===== config.mk =====
export PLATFORM = sky130hd
export DESIGN_NAME = conv_stream_layer
export DESIGN_NICKNAME = d
export VERILOG_FILES = /design/src/rtl/conv_stream_layer.sv
export SDC_FILE = /design/constraint.sdc
export NUM_CORES = 2
export LEC_CHECK = 0
export CAP_MARGIN = 20
export CORE_ASPECT_RATIO = 2
export CORE_UTILIZATION = 50
export DETAILED_ROUTE_END_ITERATION = 6
export GPL_ROUTABILITY_DRIVEN = 0
export PLACE_DENSITY = 0.67
export RECOVER_POWER = 100
export SLEW_MARGIN = 20
export SYNTH_ARGS = -nofsm -noshare
export SYNTH_HDL_FRONTEND = slang
export SYNTH_SLANG_ARGS = --single-unit

===== constraint.sdc =====
create_clock -name clk -period 9.75 [get_ports clk]
set_clock_uncertainty 0.05 [all_clocks]
set_input_delay 1.4625 -clock clk [delete_from_list [all_inputs] [get_ports clk]]
set_output_delay 1.4625 -clock clk [all_outputs]
set_load 0.005 [all_outputs]

===== src/rtl/conv_stream_layer.sv =====
// Streaming KxK convolution over a raster pixel stream: line buffers build the
// window, a two-stage MAC/activation pipeline produces one feature per stride step.
module conv_stream_layer #(
    parameter int KERNEL_SIZE = 3,
    parameter int IMGCOL      = 32,
    parameter int IMGROW      = 32,
    parameter int IN_CH       = 1,
    parameter int DATA_WIDTH  = 8,
    parameter int KDATA_WIDTH = 8,
    parameter int STRIDE      = 1,
    parameter     ACTIVATION  = "RELU"
) (
    input  logic                                                 clk,
    input  logic                                                 rst,
    input  logic                                                 start,
    input  logic                                                 kernel_load,
    input  logic [IN_CH*KERNEL_SIZE*KERNEL_SIZE*KDATA_WIDTH-1:0] kernel_in,
    input  logic                                                 in_valid,
    output logic                                                 in_ready,
    input  logic [IN_CH*DATA_WIDTH-1:0]                          in_data,
    output logic                                                 out_valid,
    input  logic                                                 out_ready,
    output logic [DATA_WIDTH-1:0]                                out_data,
    output logic                                                 frame_done
);

    localparam int K       = KERNEL_SIZE;
    localparam int TAPS    = IN_CH * K * K;
    localparam int KER_W   = TAPS * KDATA_WIDTH;
    localparam int LB_ROWS = (K > 1) ? K - 1 : 1;
    localparam int COL_W   = (IMGCOL > 1) ? $clog2(IMGCOL) : 1;
    localparam int ROW_W   = (IMGROW > 1) ? $clog2(IMGROW) : 1;
    localparam int PROD_W  = DATA_WIDTH + KDATA_WIDTH + 1;
    localparam int ACC_W   = PROD_W + $clog2(TAPS + 1);
    localparam int FRAC    = KDATA_WIDTH - 2;
    localparam bit IS_RELU = (ACTIVATION == "RELU");

    localparam logic [COL_W-1:0] COL_LAST = COL_W'(IMGCOL - 1);
    localparam logic [ROW_W-1:0] ROW_LAST = ROW_W'(IMGROW - 1);
    localparam logic [31:0]      KM1      = 32'(K - 1);
    localparam logic [31:0]      STRIDE_U = 32'(STRIDE);

    localparam logic signed [ACC_W-1:0] U_MAX = ACC_W'((1 << DATA_WIDTH) - 1);
    localparam logic signed [ACC_W-1:0] S_MAX = ACC_W'((1 << (DATA_WIDTH - 1)) - 1);
    localparam logic signed [ACC_W-1:0] S_MIN = ACC_W'(-(1 << (DATA_WIDTH - 1)));

    typedef enum logic [1:0] {IDLE, RUN, DRAIN, DONE} state_e;

    state_e                  state_q, state_d;
    logic [ROW_W-1:0]        row_q, row_d;
    logic [COL_W-1:0]        col_q, col_d;
    logic [KER_W-1:0]        kernel_q, kernel_d;
    logic [DATA_WIDTH-1:0]   win_q [IN_CH][K][K];
    logic [DATA_WIDTH-1:0]   win_d [IN_CH][K][K];
    logic [DATA_WIDTH-1:0]   lb_q  [IN_CH][LB_ROWS][IMGCOL];
    logic [DATA_WIDTH-1:0]   lb_d  [IN_CH][LB_ROWS][IMGCOL];
    logic                    win_valid_q, win_valid_d;
    logic signed [ACC_W-1:0] sum_q, sum_d;
    logic                    sum_valid_q, sum_valid_d;
    logic                    out_valid_q, out_valid_d;
    logic [DATA_WIDTH-1:0]   out_data_q, out_data_d;

    logic                    stall, accept, last_pix, row_ok, col_ok;
    logic signed [ACC_W-1:0] acc;
    logic signed [PROD_W-1:0] pix_ext, ker_ext;
    logic [DATA_WIDTH-1:0]   act_data;

    assign stall      = out_valid_q && !out_ready;
    assign in_ready   = (state_q == RUN) && !stall;
    assign accept     = in_valid && in_ready;
    assign last_pix   = accept && (row_q == ROW_LAST) && (col_q == COL_LAST);
    assign out_valid  = out_valid_q;
    assign out_data   = out_data_q;
    assign frame_done = (state_q == DONE);

    // A window is emitted when the accepted pixel is the bottom-right of a stride-aligned KxK block.
    assign row_ok = (32'(row_q) >= KM1) && (((32'(row_q) - KM1) % STRIDE_U) == 32'd0);
    assign col_ok = (32'(col_q) >= KM1) && (((32'(col_q) - KM1) % STRIDE_U) == 32'd0);

    always_comb begin
        state_d  = state_q;
        kernel_d = kernel_q;
        row_d    = row_q;
        col_d    = col_q;
        unique case (state_q)
            IDLE: begin
                if (kernel_load) kernel_d = kernel_in;
                if (start)       state_d  = RUN;
            end
            RUN:     if (last_pix) state_d = DRAIN;
            DRAIN:   if (!win_valid_q && !sum_valid_q && !out_valid_q) state_d = DONE;
            DONE:    state_d = IDLE;
            default: state_d = IDLE;
        endcase
        if (accept) begin
            if (last_pix) begin
                row_d = '0;
                col_d = '0;
            end else if (col_q == COL_LAST) begin
                row_d = row_q + 1'b1;
                col_d = '0;
            end else begin
                col_d = col_q + 1'b1;
            end
        end
    end

    // Window shifts left one column per accepted pixel; the new column comes from the line buffers.
    always_comb begin
        win_d       = win_q;
        lb_d        = lb_q;
        win_valid_d = win_valid_q;
        if (!stall) win_valid_d = accept && row_ok && col_ok;
        if (accept) begin
            for (int ch = 0; ch < IN_CH; ch++) begin
                for (int i = 0; i < K; i++)
                    for (int j = 0; j < K - 1; j++)
                        win_d[ch][i][j] = win_q[ch][i][j+1];
                for (int i = 0; i < K - 1; i++)
                    win_d[ch][i][K-1] = lb_q[ch][K-2-i][col_q];
                win_d[ch][K-1][K-1] = in_data[ch*DATA_WIDTH +: DATA_WIDTH];
                for (int m = K - 2; m > 0; m--)
                    lb_d[ch][m][col_q] = lb_q[ch][m-1][col_q];
                if (K > 1) lb_d[ch][0][col_q] = in_data[ch*DATA_WIDTH +: DATA_WIDTH];
            end
        end
    end

    always_comb begin
        acc     = '0;
        pix_ext = '0;
        ker_ext = '0;
        for (int ch = 0; ch < IN_CH; ch++) begin
            for (int i = 0; i < K; i++) begin
                for (int j = 0; j < K; j++) begin
                    pix_ext = PROD_W'($signed({1'b0, win_q[ch][i][j]}));
                    ker_ext = PROD_W'($signed(kernel_q[((ch*K + i)*K + j)*KDATA_WIDTH +: KDATA_WIDTH]));
                    acc     = acc + ACC_W'(pix_ext * ker_ext);
                end
            end
        end
    end

    always_comb begin
        act_data = '0;
        if (IS_RELU) begin
            if (sum_q[ACC_W-1])     act_data = '0;
            else if (sum_q > U_MAX) act_data = '1;
            else                    act_data = sum_q[DATA_WIDTH-1:0];
        end else begin
            if (sum_q > S_MAX)      act_data = {1'b0, {(DATA_WIDTH-1){1'b1}}};
            else if (sum_q < S_MIN) act_data = {1'b1, {(DATA_WIDTH-1){1'b0}}};
            else                    act_data = sum_q[DATA_WIDTH-1:0];
        end
    end

    // NOTE: every pipeline stage advances only when not stalled, so a held output freezes the whole datapath.
    always_comb begin
        sum_d       = sum_q;
        sum_valid_d = sum_valid_q;
        out_valid_d = out_valid_q;
        out_data_d  = out_data_q;
        if (!stall) begin
            sum_d       = acc >>> FRAC;
            sum_valid_d = win_valid_q;
            out_valid_d = sum_valid_q;
            if (sum_valid_q) out_data_d = act_data;
        end
    end

    // NOTE: line buffers and window are cleared on reset so no pixel of an aborted frame survives.
    always_ff @(posedge clk) begin
        if (!rst) begin
            state_q     <= IDLE;
            row_q       <= '0;
            col_q       <= '0;
            kernel_q    <= '0;
            win_q       <= '{default: '0};
            lb_q        <= '{default: '0};
            win_valid_q <= 1'b0;
            sum_q       <= '0;
            sum_valid_q <= 1'b0;
            out_valid_q <= 1'b0;
            out_data_q  <= '0;
        end else begin
            state_q     <= state_d;
            row_q       <= row_d;
            col_q       <= col_d;
            kernel_q    <= kernel_d;
            win_q       <= win_d;
            lb_q        <= lb_d;
            win_valid_q <= win_valid_d;
            sum_q       <= sum_d;
            sum_valid_q <= sum_valid_d;
            out_valid_q <= out_valid_d;
            out_data_q  <= out_data_d;
        end
    end

endmodule


; Word-level counts from Yosys, hierarchy flattened
; Index checks and enable logic that the tools add are counted.
[totals]
wordCells = 157
output_inout_bits = 11
register_bits = 694
n_memories = 0
inputBits = 86
latchBits = 0
rom_bits = 0
mem_bits_rw = 0
[classes]
div_mod_pow = 0
n_bitwise = 2
eq_ne = 8
n_mux = 20
n_shift = 0
add_sub_neg = 10
n_reduce_logical = 21
order_cmp = 5
mul = 9
[op_table]
columns = cell, n
row1 = $bwmux W256, 2
row2 = $mul A9 B8 Y17, 9
row3 = $add A21 B17 Y21, 4
row4 = $bmux W8 S5, 2
row5 = $mux W8, 7
row6 = $demux W8 S5, 1
row7 = $add A20 B17 Y21, 1
row8 = $add A19 B17 Y20, 1
row9 = $mux W5, 4
row10 = $add A18 B17 Y19, 1
row11 = $add A17 B17 Y18, 1
row12 = $gt A15 B9 Y1 const B, 1
row13 = $add A5 B1 Y5 const B, 2
row14 = $eq A5 B5 Y1 const B, 2
row15 = $ge A5 B2 Y1 const B, 2
row16 = $logic_and A1 B1 Y1, 10
row17 = $pmux W2 S4, 1
row18 = $ge A6 B6 Y1 const B, 1
row19 = $lt A6 B1 Y1 const B, 1
row20 = $mux W2, 3
row21 = $ne A2 B2 Y1 const B, 3
row22 = $not A5 Y6, 1
row23 = $reduce_and A2 Y1, 3
row24 = $logic_not A1 Y1, 5
row25 = other kinds (6), 7

; Longest topological paths before layout
[depth]
word_depth = 9
mapped_depth = 29

; Worst setup path before layout
; No wires, ideal clock.
[synth_path]
kind = register -> register
from = register win_q[15] (netlist name)
to = register sum_q[13]
setup_ns = 0.122
n_path_buf = 1
required_time_ns = 9.578
synth_period_minus_slack_ns = 7.547
slack_ns = 2.203
stages_incl_launch_ff = 28
t_arrival_ns = 7.375
cell_sequence = dfxtp_1 clkbuf_1 nand2_1 fa_1 inv_1 fa_1 inv_1 fa_1 inv_1 fa_1 inv_1 fa_1 inv_1 fa_1 fa_1 fa_1 inv_1 fa_1 inv_1 fa_1 ha_1 a21oi_1 nand2_1 a21o_1 a31oi_1 a21oi_1 mux2i_1 a311o_1
[synth_via]
elab_chain_len = 3
[synth_rtl]
columns = element, line
row1 = from (decl), 53  ; logic [DATA_WIDTH-1:0] win_q [IN_CH][K][K];
row2 = from (signal assigned), 190  ; win_q <= win_d;
row3 = $mul A9 B8 Y17, 138  ; acc = acc + ACC_W'(pix_ext * ker_ext);
row4 = $add A21 B17 Y21 (2 in series), 138
row5 = to (signal assigned), 193  ; sum_q <= sum_d;
row6 = to (decl), 58  ; logic signed [ACC_W-1:0] sum_q, sum_d;
; Every way passes these cells.
; A chain may end at the register's enable or synchronous reset.

; Final worst setup path
[layout_path]
from = register kernel_q[71]
to = register sum_q[8]
[layout_via]
elab_chain_len = 2
[layout_rtl]
columns = element, line
row1 = from (decl), 52  ; logic [KER_W-1:0] kernel_q, kernel_d;
row2 = from (signal assigned), 189  ; kernel_q <= kernel_d;
row3 = $mul A9 B8 Y17, 138
row4 = $add A21 B17 Y21, 138
; Every way passes these cells.

==> impl_metrics.json <==
{
  "arrival_ps": 9010,
  "wl_um": 153000,
  "synthTopCellsByArea": "dfxtp_1, fa_1, nand2_1, ha_1, mux4_2",
  "root_buffer": "clkbuf_16",
  "failed_checks": "max-capacitance violations, max-slew violations",
  "worstSetupStartpointType": "flop",
  "start_util_pct": 50.7,
  "cts_max_path_buffers": 3,
  "ir_worst_vdd_uv": 285,
  "netlist_top_cells_count": "nand2_1, inv_1, dfxtp_1",
  "finalSetupTns_ps": 0,
  "reg2reg_depth": 26,
  "hold_path.class": "reg2reg",
  "hold_viol_final": 0,
  "cp.required_ps": 10090,
  "vias_per_cell": 5.56,
  "nFillCells": 9061,
  "synth_cell_types": 60,
  "hpwl_um": 116000,
  "syn_inst": 5538,
  "ys.flop_type": "dfxtp_1",
  "regArea_sq_mm": 0.0139,
  "drc": 0,
  "syn-num-nets": 6500,
  "io_buffer_count": 96,
  "syn2layout_area_growth_pct": 7.63,
  "yosysMostFrequentCell": "nand2_1",
  "whs_path_depth": 2,
  "wire_per_inst_um": 22.6,
  "drive_above_1_share_pct": 5.70,
  "cap_violations": 7,
  "synth.top_cell.area_share_pct": 27.7,
  "io_pins": 97,
  "r2r-start": "kernel_q[71]",
  "pwr_density_cell_mw_per_mm2": 214,
  "grt_max_degree": 260,
  "min_period_ps": 8670,
  "hp-start": "lb_q[399]",
  "seq_area_frac_synth_pct": 27.7,
  "cts_inserted_buffers": 70,
  "maxSlewHeadroom_pct": -194,
  "grt_pass1_wl_um": 235000,
  "holdPathEnd": "lb_q[399]",
  "tritoncts": "built",
  "cts_resized": 0,
  "r2r_slack_ps": 1080,
  "setup_viol": 0,
  "rsz0062_at_grt": "no",
  "status": "finished, violations left",
  "ys_warn_count": 0,
  "cts_htree_levels": 3,
  "place_ws_ps": 1210,
  "cts.hold.buffers_added": 0,
  "synth_area_per_cell_sq_um": 9.05,
  "synth_top_area_cell": "dfxtp_1",
  "fp.dieW_um": 226,
  "cts_sinks": 694,
  "grt_usage_pct": 31.4,
  "core_area_sq_mm": 0.0989,
  "dp.cells": 6647,
  "setup_ws_ps": 1080,
  "tightest_slew_ps": 4420,
  "fp-row-count": 163,
  "nets": 6362,
  "cp_max_fo": 9,
  "r2r-end": "sum_q[8]",
  "synth_area_sq_mm": 0.0501,
  "synth_edf_count": 0,
  "path_clk_slew_ps": 80,
  "dr.pass1.iters": 5,
  "maxSlewViolCount": 527,
  "antenna_found_initial": 4,
  "multi_input_area_sq_mm": 0.0317,
  "grt.overflow.total": 0,
  "drt_iter0_drc": 2319,
  "cts_setup_buffers": 0,
  "ys_async_sr_fraction_pct": 0,
  "crit_path_end_kind": "flop",
  "clk_latency_ps": 670,
  "crit_type": "reg2reg",
  "synth-seq-cells": 694,
  "static-leakage-power_nw": 21.9,
  "vias": 37600,
  "grt_pass1_vias": 40100,
  "die_h_um": 450,
  "fp.dieArea_sq_mm": 0.102,
  "post-route-period-util_pct": 88.9,
  "drtAntennaViolNets": 0,
  "stdcell_count": 6773,
  "total_power_mw": 11.5,
  "max_freq_mhz": 115
}
[worst max path at each step]
stage | to | from | depth (start not counted)
6_report | sum_q[8] | kernel_q[71] | 26
4_1_cts | sum_q[13] | kernel_q[71] | 26
3_3_place_gp | sum_q[13] | kernel_q[71] | 26
3_5_place_dp | sum_q[8] | kernel_q[71] | 26
5_1_grt | lb_q[304] | out_ready | 8
2_1_floorplan | sum_q[13] | win_q[15] | 27
[layout by cell type, fill, tap and decap left out, types with 4 or more instances in the layout]
cell type,n
a221oi_2,5
nor2_1,370
a21oi_1,438
and3_1,10
mux4_2,128
dlygate4sd3_1,14
a211oi_1,268
inv_1,757
a31oi_1,7
nand2_1,1020
bufinv_16,5
buf_4,38
fa_1,573
mux2i_1,22
and2_1,318
o221ai_1,5
clkbuf_16,73
clkdlybuf4s50_1,82
a22oi_1,12
mux2_2,6
ha_1,303
clkbuf_1,40
nor3_1,12
a21o_1,7
xnor2_1,16
xor2_1,5
clkinv_2,9
a22o_1,15
dfxtp_1,692
clkbuf_8,12
inv_6,4
nand2b_1,29
o21ai_0,27
nand3_1,36
nor2b_1,22
o211ai_1,5
[power breakdown]
group	switching, mW	internal (mW)
combinational	3.26	2.14
sequential	0.284	2.99
clock	1.25	1.62
total	4.79	6.74
[area by class of cell]
type / instances / share of cell area [%]
Clock buffer: 97 / 3.78
Inverter: 761 / 5.31
Multi-Input combinational cell: 3707 / 58.8
Tap cell: 1320 / 3.06
Clock inverter: 27 / 0.661
Antenna cell: 1 / 0.00464
Sequential cell: 694 / 25.8
Timing Repair Buffer: 166 / 2.61
[per-stage QoR]
| step | hold WS (ps) | area, sq um | utilization, % |
|---|---|---|---|
| after detailed placement | 393 | 51600 | 52.2 |
| final | 403 | 53900 | 54.5 |
| after CTS | 402 | 54000 | 54.6 |
| after global placement | 388 | 51600 | 52.2 |
| after floorplan | 382 | 50100 | - |
| after global routing | 416 | 53900 | 54.5 |
[flip-flops by register name (all words and copies together) (netlist names)]
signal and cells:
lb_q 512, kernel_q 72, win_q 64, sum_q 15, out_data 8, pix_ext 8, col_q 5, row_q 5
state_q 2, out_valid 1, sum_valid_q 1, win_valid_q 1
[metal layers]
metal | track usage [%] | wire (um) | vias up
met4 | 31.9 | 18700 | 4
met2 | 55.9 | 79400 | 1236
met5 | 0 | 34 | -
li1 | - | - | 17300
met1 | 29.6 | 47600 | 18500
met3 | 4.75 | 7250 | 604
[logic make-up after synthesis]
group / share of synthesized area [%]
compound gates: 10.1
xor+xnor: 0.367
fa+ha+maj: 30.5
buf+inv: 9.05
flops: 27.7
mux: 6.33
simple gates: 16.0
[worst max-delay path, stage by stage (launching register included)]
cell and delay, ps:
dfxtp_1 680, clkinv_1 470, nor2_1 210, ha_1 260, fa_1 430, fa_1 530, inv_1 60, fa_1 490
inv_1 60, fa_1 500, inv_1 70, fa_1 510, inv_1 60, fa_1 500, fa_1 570, inv_1 70
fa_1 480, inv_1 50, fa_1 460, ha_1 340, a21oi_1 170, nand2_1 120, a21o_1 200, a31oi_1 500
a21oi_1 250, xnor2_1 220, a211oi_1 90
Power figures use the tool's default switching activity.
